==> config.mk <==
export PLATFORM = sky130hd
export DESIGN_NAME = score_display
export DESIGN_NICKNAME = d
export VERILOG_FILES = /design/src/rtl/score_display.sv
export SDC_FILE = /design/constraint.sdc
export NUM_CORES = 1
export LEC_CHECK = 0
export ABC_AREA = 1
export CORE_MARGIN = 2
export CORE_UTILIZATION = 45
export DETAILED_ROUTE_END_ITERATION = 8
export PLACE_DENSITY_LB_ADDON = 0.2
export SLEW_MARGIN = 20
export SYNTH_ARGS = -nofsm -noshare
export SYNTH_HDL_FRONTEND = slang
export SYNTH_SLANG_ARGS = --single-unit
==> constraint.sdc <==
create_clock -name clk -period 3.8 [get_ports clk]
set_input_delay 0.76 -clock clk [delete_from_list [all_inputs] [get_ports clk]]
set_output_delay 0.76 -clock clk [all_outputs]
set_load 0.01 [all_outputs]
==> src/rtl/score_display.sv <==
// score_display: latches player/house sums and converts each to two BCD digits
// with a shared-timing double-dabble engine. It then multiplexes the four digits
// onto a single seven-segment bus. display_ready tells the controller when a new
// pair of sums can be loaded.
module score_display #(
  parameter int REFRESH_DIV    = 50000,
  parameter bit SEG_ACTIVE_LOW = 1'b1
) (
  input  logic       clk,
  input  logic       rst,
  input  logic       load,
  input  logic [5:0] player_sum,
  input  logic [5:0] house_sum,
  output logic       display_ready,
  output logic [6:0] seg,
  output logic [3:0] an
);

  localparam int CW = (REFRESH_DIV > 2) ? $clog2(REFRESH_DIV) : 1;
  localparam logic [CW-1:0] CNT_LAST = CW'(REFRESH_DIV - 1);

  // Active-high pattern for "0"; the reset image shows player ones as "0".
  localparam logic [6:0] SEG_ZERO = 7'b0111111;
  localparam logic [6:0] SEG_RST  = SEG_ACTIVE_LOW ? ~SEG_ZERO : SEG_ZERO;
  localparam logic [3:0] AN_RST   = SEG_ACTIVE_LOW ? 4'b1110 : 4'b0001;

  typedef enum logic [1:0] {IDLE, CONVERT, COMMIT} state_t;

  state_t      state;
  logic [5:0]  player_shift;
  logic [5:0]  house_shift;
  logic [7:0]  player_bcd;
  logic [7:0]  house_bcd;
  logic [2:0]  iter;
  // digit_reg index matches the an bit: 0 player ones, 1 player tens,
  // 2 house ones, 3 house tens.
  logic [3:0]  digit_reg [4];

  logic [CW-1:0] refresh_cnt;
  logic [1:0]    digit_idx;
  logic          wrap;
  logic [1:0]    idx_next;
  logic [3:0]    digit_sel;
  logic          blank;
  logic [6:0]    seg_next;
  logic [3:0]    an_next;

  // One double-dabble step: add 3 to any nibble >= 5, then shift in the next bit.
  function automatic logic [7:0] dabble(input logic [7:0] bcd, input logic bit_in);
    logic [7:0] adj;
    adj = bcd;
    if (adj[3:0] >= 4'd5) adj[3:0] = adj[3:0] + 4'd3;
    if (adj[7:4] >= 4'd5) adj[7:4] = adj[7:4] + 4'd3;
    return {adj[6:0], bit_in};
  endfunction

  // Active-high segment pattern {g..a} for one decimal digit, or all off when blanked.
  function automatic logic [6:0] seg_pattern(input logic [3:0] d, input logic blank_in);
    logic [6:0] p;
    case (d)
      4'd0:    p = 7'b0111111;
      4'd1:    p = 7'b0000110;
      4'd2:    p = 7'b1011011;
      4'd3:    p = 7'b1001111;
      4'd4:    p = 7'b1100110;
      4'd5:    p = 7'b1101101;
      4'd6:    p = 7'b1111101;
      4'd7:    p = 7'b0000111;
      4'd8:    p = 7'b1111111;
      4'd9:    p = 7'b1101111;
      default: p = 7'b0000000;
    endcase
    if (blank_in) p = 7'b0000000;
    return p;
  endfunction

  // Load/convert/commit sequencer; the displayed digits only change in COMMIT.
  always_ff @(posedge clk or posedge rst) begin
    if (rst) begin
      state         <= IDLE;
      display_ready <= 1'b1;
      player_shift  <= '0;
      house_shift   <= '0;
      player_bcd    <= '0;
      house_bcd     <= '0;
      iter          <= '0;
      for (int i = 0; i < 4; i++) digit_reg[i] <= '0;
    end else begin
      case (state)
        IDLE: begin
          if (load) begin
            player_shift  <= player_sum;
            house_shift   <= house_sum;
            player_bcd    <= '0;
            house_bcd     <= '0;
            iter          <= '0;
            display_ready <= 1'b0;
            state         <= CONVERT;
          end
        end
        CONVERT: begin
          player_bcd   <= dabble(player_bcd, player_shift[5]);
          house_bcd    <= dabble(house_bcd, house_shift[5]);
          player_shift <= {player_shift[4:0], 1'b0};
          house_shift  <= {house_shift[4:0], 1'b0};
          iter         <= iter + 3'd1;
          if (iter == 3'd5) state <= COMMIT;
        end
        COMMIT: begin
          digit_reg[0]  <= player_bcd[3:0];
          digit_reg[1]  <= player_bcd[7:4];
          digit_reg[2]  <= house_bcd[3:0];
          digit_reg[3]  <= house_bcd[7:4];
          display_ready <= 1'b1;
          state         <= IDLE;
        end
        default: begin
          display_ready <= 1'b1;
          state         <= IDLE;
        end
      endcase
    end
  end

  // Pick the digit that will be enabled after this edge and build its pattern,
  // so seg and an always move together.
  always_comb begin
    wrap      = (refresh_cnt == CNT_LAST);
    idx_next  = wrap ? digit_idx + 2'd1 : digit_idx;
    digit_sel = digit_reg[idx_next];
    // Odd indices are tens digits: a leading zero is blanked.
    blank     = idx_next[0] && (digit_sel == 4'd0);
    seg_next  = seg_pattern(digit_sel, blank);
    an_next   = 4'b0001 << idx_next;
    if (SEG_ACTIVE_LOW) begin
      seg_next = ~seg_next;
      an_next  = ~an_next;
    end
  end

  // Free-running refresh counter, digit index and registered display outputs.
  always_ff @(posedge clk or posedge rst) begin
    if (rst) begin
      refresh_cnt <= '0;
      digit_idx   <= '0;
      seg         <= SEG_RST;
      an          <= AN_RST;
    end else begin
      refresh_cnt <= wrap ? '0 : refresh_cnt + 1'b1;
      digit_idx   <= idx_next;
      seg         <= seg_next;
      an          <= an_next;
    end
  end

endmodule

### Word level (Yosys, flattened, before mapping)

Memory sizes are Yosys's and may differ from the RTL's.
Cells that the tools add are included.

| storage, ports and cells | value |
|---|---|
| flip-flop bits (word level) | 79 |
| memory bits (read-only) | 112 |
| input bits | 15 |
| output and inout port bits | 12 |
| memories kept | 1 |

Memories:

| name | depth | width | rd ports | clocked after Yosys merged registers in | wr ports | RTL line | source |
|---|---|---|---|---|---|---|---|
| (name not given) | 16 | 7 | 1 | 0 | 0 | 60 | `case (d)` |

| cells by class | value |
|---|---|
| add/subtract/negate cells | 7 |
| magnitude comparators | 5 |
| equal/unequal tests | 6 |
| shift-type cells | 1 |
| multiplexer cells | 24 |
| bitwise logic cells | 4 |
| reductions and logical operators | 7 |

Operators by type and width:

| operator | count |
|---|---|
| 8-bit one-hot mux with 2 select lines | 2 |
| 6-bit one-hot mux with 2 select lines | 2 |
| 16-bit by 1-bit adder with 16-bit output (second input constant) | 1 |
| 16-bit equality test (second input constant) | 1 |
| 4-bit by 3-bit >= comparator with 1-bit output (second input constant) | 4 |
| 16-bit 2-to-1 mux | 1 |
| 4-bit 2-to-1 mux | 4 |
| 6-bit 2-to-1 mux | 2 |
| 3-bit 2-to-1 mux | 3 |
| 4-bit by 2-bit adder with 4-bit output (second input constant) | 2 |
| 4-bit binary-select mux with 2-bit select | 1 |
| 8-bit 2-to-1 mux | 1 |
| 7-bit 2-to-1 mux | 1 |
| 7-bit NOT | 1 |
| 3-bit by 2-bit adder with 3-bit output (second input constant) | 2 |
| 2-bit 2-to-1 mux | 3 |
| 3-bit one-hot mux with 2 select lines | 1 |
| 2-bit AND reduction | 3 |
| 4-bit logical NOT | 1 |
| 2-bit != test (second input constant) | 2 |
| 4-bit NOT | 1 |
| 2-bit one-hot mux with 2 select lines | 1 |
| 1-bit by 2-bit left shift with 4-bit output (first input constant) | 1 |
| 3-bit by 1-bit adder with 3-bit output (second input constant) | 1 |
| other kinds (12) | 12 |

### Depth between registers and ports, before layout

| logic depth | value |
|---|---|
| depth after elaboration | 10 |
| depth in mapped cells | 19 |

### Least setup slack after synthesis

OpenSTA, ideal clock, no wires.

| timing path | value |
|---|---|
| path kind | register to register |
| start point | reg refresh_cnt[0] |
| end point | reg seg[3] |
| library setup time | 0.126 ns |
| arrival | 2.054 ns |
| path slack | 1.620 ns |
| stages on the path, launching flop included | 17 |
| clock period less this slack | 2.180 ns |
| path through | dfrtp_1 ha_1 nand3_2 nor2_2 nand3_4 nand2_4 buf_12 nand2_2 nand2_1 nand2_1 nand2_2 inv_1 ha_1 inv_1 nand2_1 nand3_1 nand3_1 |

| on the way | value |
|---|---|
| word-level cells in the longest chain between the ends | 10 |

RTL lines:

| item | RTL line | source |
|---|---|---|
| start: declaration | 39 | `logic [CW-1:0] refresh_cnt;` |
| start signal: assignment | 149 | `refresh_cnt <= wrap ? '0 : refresh_cnt + 1'b1;` |
| 16-bit equality test (*) | 128 | `wrap = (refresh_cnt == CNT_LAST);` |
| 2-bit 2-to-1 mux (*) | 129 | `idx_next = wrap ? digit_idx + 2'd1 : digit_idx;` |
| branches (longest 6 deep; another with memory 16 x 7 bit) | n/a |  |
| 7-bit 2-to-1 mux (*) | 73 | `if (blank_in) p = 7'b0000000;` |
| 7-bit NOT (*) | 136 | `seg_next = ~seg_next;` |
| via seg_next[3] | 45 | `logic [6:0] seg_next;` |
| end signal: assignment | 151 | `seg <= seg_next;` |
| end: declaration | 15 | `output logic [6:0] seg,` |

Mark *: on every way through the listed nets, which the timed path passes. The select of a mux whose other input is x is not followed.
A chain may end at the register's enable or synchronous reset.

### Worst setup path after layout

| timing path | value |
|---|---|
| start point | reg refresh_cnt[0] |
| end point | reg seg[3] |

| on the way | value |
|---|---|
| word-level cells in the longest chain between the ends | 10 |

RTL lines:

| item | RTL line | source |
|---|---|---|
| 16-bit equality test (*) | 128 |  |
| 2-bit 2-to-1 mux (*) | 129 |  |
| via idx_next[0] | 42 | `logic [1:0] idx_next;` |
| branches (longest 6 deep; another with memory 16 x 7 bit) | n/a |  |
| 7-bit 2-to-1 mux (*) | 73 |  |
| 7-bit NOT (*) | 136 |  |
| via seg_next[3] | 45 |  |

Marked as above.

==> out/qor.csv <==
metric,value,unit
status,"finished, final reports clean",
post-route cell area,0.00472,sq mm
"area leader, netlist",dfrtp_1,
area delta synth->final,14.5,%
worst endpoint required time,4.04,ns
Inserted Clock Buffers,9,
"count leader, synth",nand2_1,
initial antenna violation count,0,
Yosys reg bits,79,
"Seq/Total Area, Yosys",48.1,%
measured slew at the worst slew-check pin,0.828,ns
"Primary FF master, synth",dfrtp_1,
Antenna Cells,0,
H-tree Lvls,3,
CTS Sinks,79,
synthesized instance count,488,
CTS tree,yes,
Synth top area share,44.9,%
largest net degree at the start of global routing,37,
drt drc,0,
die height,99.7,microns
wire per inst,12.3,microns
Fillers,841,
Finished Core Util,53.6,%
mapped cell area,0.00412,sq mm
Worst Hold Path Cells,1,
layout cell share with drive strength beyond 1,12.8,%
CP Max Fanout,14,
setup_tns,0,ns
clock slew at reported path FFs,0.07,ns
"EDFF count, synth",0,
dpl hpwl,5670,microns
Fin Clk Skew,0.00571,ns
Vias,3163,
Netlist cell types,34,
remaining global-route overflow,0,
post-CTS sizing,0,
Routed Wire Length,7780,microns
Worst EP arrival,2.71,ns
final setup vio count,0,
leak pwr,2.31,nW
# nets final,550,
ys async rst share,100,%
total track usage,17.5,%
CTS Root Cell,clkbuf_8,
Starting Density,46.8,%
port bufs,26,
Overall Power,3.28,mW
Max Slew Vio Count,0,
Fmax achieved,0.405,GHz
post-DR vias/cell,5.00,
worst reg2reg endpoint,seg[3]$_DFF_PP0_,
Synth area leaders,"dfrtp_1, nand2_1, o21ai_0",
reg2reg setup slack,1.33,ns
Ys Warns,0,
dpl cell area,0.00450,sq mm
Die W,99.7,microns
clk_lat worst skew,0.35,ns
Synth top cells by count,"nand2_1, dfrtp_1, inv_1",
core footprint,0.00881,sq mm
crit start category,flip-flop,
Hold WC Path Type,flip-flop to flip-flop,
std cell rows,34,
RSZ-0062 raised after global routing,false,
Hold Path End,refresh_cnt[0]$_DFF_PP0_,
VDD IR max,331,uV
Final period util,65.0,%
post-route ant nets,0,
drt first pass iters,4,
Crit. End Element,flip-flop,
reg-to-reg critical path startpoint,refresh_cnt[0]$_DFF_PP0_,
I/O Pins,27,
post-CTS setup buffers,0,
vias in the first global route,3131,
Setup CP Type,flip-flop to flip-flop,
clock buffer depth,2,
PwrDens,695,mW/mm^2
Final Hold Viols,0,
Syn Nets,519,
# hold bufs at CTS,0,
Syn Area/Cell,8.45,sq um
max_cap viols,0,
Hold Startpoint,refresh_cnt[0]$_DFF_PP0_,
1st-iter DRT viols,139,
FF-to-FF path depth,17,
gpl congestion,0.872,
first-pass GRT wire length,14000,microns
Die Area,0.00995,sq mm
Slew HR,44.7,%
Tmin final,2.47,ns
==> power by group <==
part | leakage (nW) | total [mW] | internal, mW | switching, mW
combinational | 1.20 | 1.30 | 0.506 | 0.790
sequential | 0.994 | 1.29 | 1.13 | 0.158
clock | 0.114 | 0.700 | 0.406 | 0.294
total | 2.31 | 3.28 | 2.04 | 1.24
==> worst max path at each step <==
stage / start / to / slack (ns)
6_report: refresh_cnt[0]$_DFF_PP0_ / seg[3]$_DFF_PP0_ / 1.33
5_1_grt: refresh_cnt[0]$_DFF_PP0_ / seg[4]$_DFF_PP0_ / 1.10
4_1_cts: refresh_cnt[0]$_DFF_PP0_ / seg[3]$_DFF_PP0_ / 1.32
3_5_place_dp: refresh_cnt[0]$_DFF_PP0_ / seg[3]$_DFF_PP0_ / 1.34
3_3_place_gp: load / house_bcd[2]$_DFFE_PP0P_ / 1.34
2_1_floorplan: rst / an[0]$_DFF_PP0_ / 1.02
==> worst max-delay path, cell delays in order (launching register included) <==
cell     delay, ns
dfrtp_1       0.37
ha_1          0.22
nand3_2       0.15
nor2_2        0.16
nand2_2       0.11
nand2_4       0.13
nand2_4       0.16
inv_2         0.16
nand2_1       0.06
nand2_1       0.05
nand2_1       0.05
nand2_2       0.09
inv_1         0.08
ha_1          0.29
inv_1         0.05
nand2_1       0.06
nand3_1       0.08
nand3_1       0.06
==> metrics by stage <==
| step | hold slack, ns | setup WS [ns] | std cells |
|---|---|---|---|
| 3_3_place_gp | 0.443 | 1.34 | 616 |
| 5_1_grt | 0.496 | 1.10 | 632 |
| 6_report | 0.466 | 1.33 | 632 |
| 3_5_place_dp | 0.464 | 1.34 | 616 |
| 2_1_floorplan | 0.431 | 1.02 | 488 |
| 4_1_cts | 0.474 | 1.32 | 632 |
==> layout by cell type, fill, tap and decap left out <==
| master | n |
|---|---|
| a21oi_1 | 12 |
| a21oi_4 | 1 |
| a22o_1 | 1 |
| a22oi_1 | 2 |
| buf_4 | 5 |
| bufinv_16 | 2 |
| clkbuf_1 | 2 |
| clkbuf_8 | 11 |
| clkdlybuf4s50_1 | 26 |
| clkinv_1 | 1 |
| clkinv_2 | 1 |
| dfrtp_1 | 74 |
| dfstp_2 | 5 |
| ha_1 | 16 |
| inv_1 | 62 |
| inv_2 | 4 |
| inv_6 | 1 |
| nand2_1 | 103 |
| nand2_2 | 13 |
| nand2_4 | 10 |
| nand3_1 | 34 |
| nand3_2 | 3 |
| nand3_4 | 2 |
| nand3b_1 | 2 |
| nand4_1 | 6 |
| nor2_1 | 40 |
| nor2_2 | 7 |
| nor2_4 | 1 |
| nor3_1 | 1 |
| nor3b_1 | 1 |
| nor4_1 | 3 |
| o21ai_0 | 50 |
| o22ai_1 | 9 |
| o32ai_1 | 2 |
| or2_2 | 1 |
| xnor2_1 | 1 |
| xor2_1 | 9 |
==> cells by family (layout without fill, tap and decap cells) <==
| kind of cell | after synthesis | in the layout | share of synthesized area, % |
|---|---|---|---|
| xor gates and xnor gates | 10 | 10 | 2.12 |
| and+or+nand+nor | 227 | 227 | 26.9 |
| adders and majority gates | 16 | 16 | 4.85 |
| DFF | 79 | 79 | 48.1 |
| buffers and inverters | 79 | 115 | 7.71 |
| AOI/OAI and AO/OA | 77 | 77 | 10.3 |
==> cell type report <==
type                    count  area, sq um  area share, %
flip-flops and latches     79         1980           42.0
clock inverters             3         65.1           1.38
inverters                  68          260           5.51
well taps                 108          135           2.86
clock buffers              13          159           3.36
repair buffers             31          298           6.30
multi-input cells         330         1820           38.6
==> layer usage <==
metal / vias up / track usage, % / routed length (microns)
li1: 1629 / - / -
met1: 1455 / 21.7 / 3650
met2: 59 / 29.7 / 3700
met3: 20 / 3.58 / 245
met4: 0 / 7.38 / 186
met5: - / 0 / 0
No activity file was read; power rests on OpenSTA's default activity.
==> edit (same settings) <==
The parameter `SEG_ACTIVE_LOW` goes from 1'b1 to 1'b0.
--- a/src/rtl/score_display.sv
+++ b/src/rtl/score_display.sv
@@ -5,5 +5,5 @@
 module score_display #(
   parameter int REFRESH_DIV    = 50000,
-  parameter bit SEG_ACTIVE_LOW = 1'b1
+  parameter bit SEG_ACTIVE_LOW = 1'b0
 ) (
   input  logic       clk,
Behaviour: not the same (a bounded check fails within 4 cycles, from zero or initial values and one cycle with rst high).
==> edit against the unedited design <==
Die area decreased by 1.3%; wire length decreased by 8.1%; area after synthesis decreased by 1.4%; sequential cell count unchanged; sequential share of layout area increased by 0.53 points; design area decreased by 1.1%; setup slack got worse by 0.068 ns; total power decreased by 0.15%; largest cell class unchanged; largest power group is now registers.
==> edit: results (changes against the unedited design) <==
critical_path:
  arrival_ns: 2.79  # +0.08 ns
  timing.rr.end: "seg[6]$_DFF_PP0_"
  cp_max_fo: 26  # +12
  cpPeakStageDelay_ns: 0.59  # +0.22 ns
  crit_slowest_cell: "nor2_1"
  critPathCapture: "house_bcd[2]$_DFFE_PP0P_"
  startpoint: "load"
route:
  first_pass_iters: 5  # +1
  via_per_inst: 4.84  # -3.2%
  first_iter_violations: 113  # -19%
  drt_wl_total_um: 7150  # -8.1%
placement:
  dp_slack_ns: 0.857  # -0.482 ns
  placed_cells: 606  # -1.6%
  gp_congestion: 0.802  # -8.0%
  port_buffers: 26  # unchanged
  dpl.hpwl_um: 5110  # -9.9%
  dpl_cell_area_sq_um: 4440  # -1.3%
finish:
  drive_gt1_share_pct: 13.8  # +1.0 points
  fin_cells: 622  # -1.6%
  nets: 540  # -1.8%
  fill_cells: 849  # +0.95%
global_route:
  grt_use_total_pct: 15.7  # -1.8 points
  grt_pass1_wl_um: 12600  # -10%
  grt_max_degree: 35  # -5.4%
  grt_pass1_vias: 2884  # -7.9%
clock_network:
  cts_buffer_depth: 2  # unchanged
  clk_pin_slew_ns: 0.09  # +0.02 ns
outcome:
  status: "finished, final reports clean"
timing:
  hold_ws_ns: 0.470  # +0.00471 ns
  tightest_slew_ns: 0.847  # +0.0193 ns
  finClkSkew_ns: 0.0154  # +0.00970 ns
logic_synthesis:
  yosys.cell_types.count: 33  # -2.9%
  ys_seq_area_share_pct: 48.9  # +0.77 points
  synth_nets: 511  # -1.5%
  yosysWarnings: 0  # unchanged
  synth_commonest_cells: "89 x nand2_1, 71 x dfrtp_1, 70 x inv_1"
  syn_inst: 480  # -1.6%
  synth.top_cells.by_area: "dfrtp_1 44%, nand2_1 8.2%, o21ai_0 7.3%, inv_1 6.5%, dfstp_2 5.2%"
pwr:
  irDropWorstVdd_mv: 0.476  # +44%
  switching_share_pct: 37.4  # -0.38 points
  power_mw: 3.28  # -0.15%
  leakagePower_nw: 2.31  # -0.21%
==> edit: kinds of logic after synthesis <==
kind of cell               share of synthesized area [%]
DFF                                                 48.9
xor gates and xnor gates                            1.51
and+or+nand+nor                                     24.1
AOI/OAI and AO/OA                                   12.0
adders and majority gates                           4.92
buffers and inverters                               8.58
==> edit: layout make-up <==
class                           instances  area [sq um]  share of cell area [%]
Clock buffer                           11           151                    3.24
Clock inverter                          5          80.1                    1.71
Inverter                               77           292                    6.24
Multi-Input combinational cell        313          1730                    37.1
Sequential cell                        79          1990                    42.5
Tap cell                              108           135                    2.89
Timing Repair Buffer                   29           295                    6.32
==> edit: routing by layer <==
metal	global-route usage, %	vias to the layer above	share of wire (%)
li1	-	1572	-
met1	20.0	1393	49
met2	25.9	42	46
met3	4.11	6	3.7
met4	5.27	0	0.94
met5	0	-	0
==> edit: critical path, delay by kind of cell <==
kind / cells / cell delay [ns]
buffers and inverters: 2 / 0.96
AOI/OAI and AO/OA: 1 / 0.31
and+or+nand+nor: 3 / 0.77
